[src/rtl/global_params_pkg.sv]
// global_params_pkg
// Shared widths and word/address types for the ML datapath blocks.
// DATA_WIDTH and ADDR_WIDTH are the defaults every datapath block starts from.
// data_t is one signed activation word.
// addr_t is one buffer address.
package global_params_pkg;

  localparam int DATA_WIDTH = 16;
  localparam int ADDR_WIDTH = 4;

  typedef logic signed [DATA_WIDTH-1:0] data_t;
  typedef logic        [ADDR_WIDTH-1:0] addr_t;

endpackage : global_params_pkg

[src/rtl/input_buffer_mem.sv]
// input_buffer_mem
// Register array that holds the input activations. It has one synchronous
// write port, and reset clears every entry. A combinational read tap lets the
// parent register the read result itself.
// Ports:
//   clk     rising-edge clock
//   rst     synchronous active-high clear of all entries
//   wr_en   write strobe; the parent has already range-qualified it
//   wr_addr write address
//   wr_data word to store
//   rd_addr tap address
//   rd_tap  current contents of rd_addr, or 0 when rd_addr >= DEPTH
module input_buffer_mem
  import global_params_pkg::*;
#(
  parameter int DATA_WIDTH = global_params_pkg::DATA_WIDTH,
  parameter int ADDR_WIDTH = global_params_pkg::ADDR_WIDTH,
  parameter int DEPTH      = 2 ** ADDR_WIDTH
) (
  input  logic                         clk,
  input  logic                         rst,
  input  logic                         wr_en,
  input  logic        [ADDR_WIDTH-1:0] wr_addr,
  input  logic signed [DATA_WIDTH-1:0] wr_data,
  input  logic        [ADDR_WIDTH-1:0] rd_addr,
  output logic signed [DATA_WIDTH-1:0] rd_tap
);

  // The zero initialiser makes power-up contents match the post-reset state.
  logic signed [DATA_WIDTH-1:0] mem [DEPTH] = '{default: '0};

  always_ff @(posedge clk) begin
    if (rst) begin
      for (int i = 0; i < DEPTH; i++) begin
        mem[i] <= '0;
      end
    end else if (wr_en) begin
      mem[wr_addr] <= wr_data;
    end
  end

  // Guard the index so that a short array, where DEPTH < 2**ADDR_WIDTH,
  // never yields X.
  always_comb begin
    rd_tap = '0;
    if (int'(rd_addr) < DEPTH) begin
      rd_tap = mem[rd_addr];
    end
  end

endmodule : input_buffer_mem

[src/rtl/input_buffer.sv]
// input_buffer
// Dual-port scratch buffer of signed input activations. The input loader
// writes it and the compute array reads it. Reads are registered with
// one-cycle latency. When a read and a write hit the same address, the read
// returns the new data (write-first).
// Ports:
//   clk     rising-edge clock for all state
//   rst     synchronous active-high reset; clears memory and rd_data
//   wr_en   write strobe
//   rd_en   read strobe; when low, rd_data holds its value
//   wr_addr write address; writes at or beyond DEPTH are dropped
//   rd_addr read address; reads at or beyond DEPTH return 0
//   wr_data signed word to write
//   rd_data registered signed read result
module input_buffer
  import global_params_pkg::*;
#(
  parameter int DATA_WIDTH = global_params_pkg::DATA_WIDTH,
  parameter int ADDR_WIDTH = global_params_pkg::ADDR_WIDTH,
  parameter int DEPTH      = 2 ** ADDR_WIDTH
) (
  input  logic                         clk,
  input  logic                         rst,
  input  logic                         wr_en,
  input  logic                         rd_en,
  input  logic        [ADDR_WIDTH-1:0] wr_addr,
  input  logic        [ADDR_WIDTH-1:0] rd_addr,
  input  logic signed [DATA_WIDTH-1:0] wr_data,
  output logic signed [DATA_WIDTH-1:0] rd_data = '0
);

  logic                         wr_in_range;
  logic                         rd_in_range;
  logic                         wr_go;
  logic                         collide;
  logic signed [DATA_WIDTH-1:0] rd_tap;
  logic signed [DATA_WIDTH-1:0] rd_next;

  assign wr_in_range = int'(wr_addr) < DEPTH;
  assign rd_in_range = int'(rd_addr) < DEPTH;
  assign wr_go       = wr_en && wr_in_range;
  // A write to the address being read wins. Because wr_go is range-qualified,
  // an out-of-range read can never take forwarded data.
  assign collide     = wr_go && (wr_addr == rd_addr);

  input_buffer_mem #(
    .DATA_WIDTH(DATA_WIDTH),
    .ADDR_WIDTH(ADDR_WIDTH),
    .DEPTH     (DEPTH)
  ) u_mem (
    .clk    (clk),
    .rst    (rst),
    .wr_en  (wr_go),
    .wr_addr(wr_addr),
    .wr_data(wr_data),
    .rd_addr(rd_addr),
    .rd_tap (rd_tap)
  );

  always_comb begin
    rd_next = rd_tap;
    if (!rd_in_range) begin
      rd_next = '0;
    end else if (collide) begin
      rd_next = wr_data;
    end
  end

  always_ff @(posedge clk) begin
    if (rst) begin
      rd_data <= '0;
    end else if (rd_en) begin
      rd_data <= rd_next;
    end
  end

endmodule : input_buffer

[config.mk]
export PLATFORM = sky130hd
export DESIGN_NAME = input_buffer
export DESIGN_NICKNAME = d
export VERILOG_FILES = /design/src/rtl/global_params_pkg.sv /design/src/rtl/input_buffer_mem.sv /design/src/rtl/input_buffer.sv
export SDC_FILE = /design/constraint.sdc
export NUM_CORES = 1
export LEC_CHECK = 0
export ABC_AREA = 1
export BUFFER_PORTS_ARGS = -buffer_cell sky130_fd_sc_hd__buf_2
export CAP_MARGIN = 20
export CORE_MARGIN = 10
export CORE_UTILIZATION = 55
export CTS_BUF_LIST = sky130_fd_sc_hd__clkbuf_8
export CTS_CLUSTER_SIZE = 40
export DETAILED_ROUTE_END_ITERATION = 12
export PLACE_DENSITY_LB_ADDON = 0.12
export SLEW_MARGIN = 20
export SYNTH_ARGS = -nofsm -noshare
export SYNTH_HDL_FRONTEND = slang
export SYNTH_SLANG_ARGS = --single-unit
[constraint.sdc]
create_clock -name clk -period 6.6 [get_ports clk]
set_input_delay 1.65 -clock clk [delete_from_list [all_inputs] [get_ports clk]]
set_output_delay 1.65 -clock clk [all_outputs]
set_load 0.02 [all_outputs]
==> flow_summary.json, run 1 <==
{
  "worst_path_max_delay_cell": "nand2_1",
  "numCtsBuffers": 45,
  "finClkSkew_ns": 0.0229,
  "critical_path.top_delay_family": "simple AND/OR/NAND/NOR gates",
  "drcViolationCount": 0,
  "finalHoldWorstSlack_ns": 0.561,
  "initial_utilization": 0.556,
  "hp-start": "rd_data[1]$_SDFFE_PP0P_",
  "gp_congestion": 0.839,
  "syn2layout_area_growth_pct": 9.03,
  "dpl.hpwl_um": 20200,
  "setup_viol": 0,
  "synth_edf_count": 256,
  "syn_area_um2": 12500,
  "grt_pass1_vias": 8905,
  "clk_pin_slew_ns": 0.06,
  "slew_headroom": 0.417,
  "slew_viol_final": 0,
  "port_buffers": 43,
  "detail-route-antenna-nets": 0,
  "hold_buffers": 0,
  "min_period_ns": 3.87,
  "status": "finished, final reports clean",
  "arrival_ns": 4.04,
  "crit_type": "input pin to flop",
  "synth_most_common_cell": "nor2_1",
  "synth_nets": 1389,
  "num-nets-final": 1396,
  "antenna_found_initial": 0,
  "synth-seq-cells": 272,
  "yosys.area.top_type": "edfxtp_1",
  "rows": 55,
  "hold_viol": 0,
  "netlist_top_cells_count": "nor2_1 (373), nand2_1 (268), edfxtp_1 (256)",
  "grt_max_degree": 59,
  "tightest_slew_ns": 0.873,
  "syn_inst": 1361,
  "boundaryPins": 44,
  "period_share": 0.586,
  "drt_wl_total_um": 32800,
  "max_freq_mhz": 259,
  "crit_fanout": 33,
  "clk_latency_ns": 0.56,
  "cts.path.max_buffers": 3,
  "rr_startpoint": "u_mem.mem[2][4]$_SDFFCE_PN0P_",
  "layout-drive-gt1-share": 0.0841,
  "die-height_um": 171,
  "crit_path_start": "rst",
  "die_width_um": 171,
  "postSynth.asyncResetShare": 0,
  "drtIter0Drc": 1003,
  "coreArea_um2": 22500,
  "hold_path_class": "flop to flop",
  "grtUsageTotal": 0.228,
  "post_cts_buffers": 0,
  "yosysWarnings": 0,
  "p_leak_nw": 5.72,
  "synth.area.top_cells": "edfxtp_1 (61%), nor2_1 (11%), nand2_1 (8.0%)",
  "setup-tns-final_ns": 0,
  "wire_per_inst_um": 19.4,
  "slowest_delay_ns": 0.85,
  "grt_pass1_wl_um": 51000,
  "postCtsResizedCells": 0,
  "synth_top_area_share": 0.614,
  "gr-total-overflow": 0,
  "path_buf_inv": 2,
  "dieArea_um2": 29200,
  "power-per-cell-area_nw_per_um2": 279,
  "vias": 9334,
  "htree_num_levels": 2,
  "critPathCaptureType": "flop",
  "p_total_w": 0.00381,
  "avgSynthCellArea_um2": 9.20,
  "cts_tree": "yes",
  "yosysSeqAreaShare": 0.640,
  "cap_violations": 0,
  "firstDrtPassIters": 5,
  "peakVddDrop_mv": 0.196,
  "path_common_cell": "nand2_1",
  "cts_root_buffer": "clkbuf_8",
  "cts.sinks": 272,
  "synthFlopType": "edfxtp_1",
  "crit_path_cell_trace": "buf_2 -> inv_2 -> nand2_2 -> nor3_2 -> nand2_1 -> nand2_1",
  "postLayoutCoreUtil": 0.606,
  "worstSetupStartpointType": "input pin",
  "rsz0062_at_grt": "false",
  "synth.distinct_cells": 21,
  "viasPerCell": 5.53,
  "num_antenna_cells": 0,
  "cp.required_ns": 6.78
}
-- layer usage --
metal,vias to the layer above,part of all wire,GRT usage
met5,-,0,0
met4,0,0.024,0.0775
met3,57,0.069,0.0320
met2,389,0.49,0.379
met1,4431,0.41,0.302
li1,4457,-,-
-- where the power goes --
group          leakage (nW)  switching [W]  internal (W)
Clock                 0.505       0.000677      0.000784
Sequential             2.57      0.0000316       0.00199
Combinational          2.64       0.000250     0.0000822
-- worst paths after layout --
check                             endpoint  slack [ns]  depth (start not counted)
max reg2reg        rd_data[4]$_SDFFE_PP0P_        5.29                          8
min reg2reg        rd_data[1]$_SDFFE_PP0P_        0.56                          2
max          u_mem.mem[9][0]$_SDFFCE_PN0P_        2.73                          6
min                rd_data[1]$_SDFFE_PP0P_        0.56                          2
-- metrics by stage --
| step | setup slack [ns] | std cells | area [µm²] |
|---|---|---|---|
| 2_1_floorplan | 3.32 | 1361 | 12500 |
| 3_3_place_gp | 2.23 | 1606 | 12800 |
| 3_5_place_dp | 2.18 | 1606 | 12800 |
| 4_1_cts | 2.75 | 1688 | 13600 |
| 5_1_grt | 2.42 | 1688 | 13600 |
| 6_report | 2.73 | 1688 | 13600 |
-- cell usage in the layout (no fill, tap or decap) --
cell type and count:
clkbuf_8 51, nand2_2 2, a21oi_1 16, dfxtp_1 16, clkinv_1 25, nand2_1 268, o21ai_0 72, o211ai_1 8
inv_1 103, nor2_1 373, clkinv_2 5, buf_2 42, o22ai_1 1, buf_4 8, nor3_2 4, nor3_1 1
bufinv_16 2, xor2_1 1, clkinvlp_4 1, inv_2 3, edfxtp_1 256, o21bai_1 8, nand3_1 137
-- sequential cells by signal, indices dropped and copies added (netlist names) --
name,cells
u_mem.mem,256
rd_data,16
-- tightest hold or removal path, delay by kind of cell, from the launching register on --
| kind | cells | cell delay [ns] |
|---|---|---|
| AOI/OAI and AO/OA | 2 | 0.19 |
| DFF | 1 | 0.32 |
-- area by class of cell --
type | count | area, µm²
clock buffer | 51 | 702
fill | 2013 | 8860
timing repair buffer | 50 | 270
sequential | 272 | 8010
multi-input combinational | 891 | 3720
clock inverter | 31 | 178
tap | 285 | 357
inverter | 108 | 407
-- cells by family after synthesis --
family	Yosys count	synth area share
simple gates	785	0.252
flops	272	0.640
xor+xnor	1	0.000700
compound gates	105	0.0453
buf+inv	198	0.0626
Power figures use the tool's default switching activity.
==> run 2: changes to the inputs <==
- clock period: 6.6 -> 4 ns (I/O delays scaled with it)
==> flow_summary.json, run 2 (synthesis results as in run 1) <==
{
  "slowest_delay_ns": 0.50,
  "gp_congestion": 0.871,
  "initial_utilization": 0.556,
  "layout_common_cells": "nor2_1 (373), nand2_1 (268), edfxtp_1 (256), nand3_1 (137), inv_1 (96)",
  "htree_num_levels": 2,
  "grt_pass1_wl_um": 53000,
  "largest_reg_flops": 256,
  "slew_headroom": 0.373,
  "clk_latency_ns": 0.56,
  "setup-tns-final_ns": 0,
  "antenna_found_initial": 0,
  "clk_pin_slew_ns": 0.06,
  "viasPerCell": 5.60,
  "numPlacedInstances": 1630,
  "gr-total-overflow": 0,
  "place_area_um2": 13000,
  "syn2layout_area_growth_pct": 10.5,
  "cp.required_ns": 4.43,
  "drcViolationCount": 0,
  "worstSetupStartpointType": "input pin",
  "grt_max_degree": 84,
  "top_register": "u_mem.mem",
  "setup_viol": 0,
  "vias": 9602,
  "die-height_um": 171,
  "boundaryPins": 44,
  "hold_path_class": "flop to flop",
  "final_area_um2": 13800,
  "multi_input_area_um2": 3720,
  "layout_commonest_cell": "nor2_1",
  "num_antenna_cells": 0,
  "dieArea_um2": 29200,
  "dpl.hpwl_um": 20100,
  "cap_violations": 0,
  "path_buf_inv": 3,
  "critPathCaptureType": "flop",
  "rows": 55,
  "power-per-cell-area_nw_per_um2": 451,
  "port_buffers": 43,
  "fillers": 1980,
  "finalHoldWorstSlack_ns": 0.524,
  "finClkSkew_ns": 0.0130,
  "min_period_ns": 2.63,
  "layout-drive-gt1-share": 0.106,
  "firstDrtPassIters": 5,
  "numCtsBuffers": 45,
  "path_common_cell": "nand2_1",
  "hold_viol": 0,
  "crit_fanout": 57,
  "regArea_um2": 8010,
  "grtUsageTotal": 0.236,
  "final_cells": 1714,
  "cts.path.max_buffers": 3,
  "p_total_w": 0.00623,
  "grt_pass1_vias": 9491,
  "hold_buffers": 0,
  "slew_viol_final": 0,
  "peakVddDrop_mv": 0.307,
  "cts.sinks": 272,
  "die_width_um": 171,
  "drtIter0Drc": 933,
  "status": "finished, final reports clean",
  "coreArea_um2": 22500,
  "arrival_ns": 3.06,
  "num-nets-final": 1420,
  "period_share": 0.657,
  "reg_top3": "u_mem.mem x256, rd_data x16",
  "cts_root_buffer": "clkbuf_8",
  "postCtsResizedCells": 0,
  "post_cts_buffers": 0,
  "worst_path_max_delay_cell": "buf_4",
  "p_leak_nw": 5.81,
  "max_freq_mhz": 381,
  "tightest_slew_ns": 0.938,
  "rsz0062_at_grt": "false",
  "crit_type": "input pin to flop",
  "detail-route-antenna-nets": 0,
  "critical_path.top_delay_family": "buffers and inverters",
  "crit_path_cell_trace": "buf_4 -> clkinv_2 -> nand2_1 -> nand3_1 -> nor3_2 -> nand2_2 -> inv_1 -> nand2_1 -> nand2_1 -> a21oi_1",
  "wire_per_inst_um": 19.9,
  "drt_wl_total_um": 34100,
  "cts_tree": "yes"
}
run 2: changes by cell type in the layout (fill, tap and decap cells not counted), sizes merged:
cell	before	now
clkinvlp	1	2
bufinv	2	0
buf	50	74
inv	106	99
clkinv	30	38
clkbuf	51	53
run 2: final timing paths:
check / startpoint / endpoint / slack, ns / cells past startpoint
max: rd_addr[0] / rd_data[13]$_SDFFE_PP0P_ / 1.37 / 10
min: rd_data[12]$_SDFFE_PP0P_ / rd_data[12]$_SDFFE_PP0P_ / 0.52 / 2
max reg2reg: u_mem.mem[10][12]$_SDFFCE_PN0P_ / rd_data[12]$_SDFFE_PP0P_ / 2.71 / 8
min reg2reg: rd_data[12]$_SDFFE_PP0P_ / rd_data[12]$_SDFFE_PP0P_ / 0.52 / 2
run 2: final cells by class:
cell class,count,share of cell area
clock inverters,31,0.0100
flip-flops and latches,272,0.579
clock buffers,53,0.0528
multi-input cells,891,0.269
well taps,285,0.0258
inverters,108,0.0294
repair buffers,74,0.0335
run 2: metal layers:
layer	global-route usage	share of wire	up-vias
met5	0	0	-
met4	0.109	0.036	0
met3	0.0343	0.071	88
met2	0.397	0.49	395
met1	0.295	0.40	4604
li1	-	-	4515
run 2: power breakdown:
part	internal (W)	switching (W)	leakage, nW
Sequential	0.00328	0.0000486	2.57
Clock	0.00121	0.00113	0.485
Combinational	0.000145	0.000416	2.75
Total	0.00464	0.00159	5.81
run 2: worst reg2reg max path, delay by kind of cell, from the launching register on:
kind	cells	cell delay (ns)
AO/OA/AOI/OAI	2	0.17
flip-flops	1	0.35
AND/OR/NAND/NOR	6	0.67
run 2: metrics by stage:
step,setup WS [ns],util
after floorplan,1.37,-
after global placement,0.895,0.576
after detailed placement,0.855,0.576
after CTS,1.44,0.614
after global routing,1.21,0.614
final,1.37,0.614
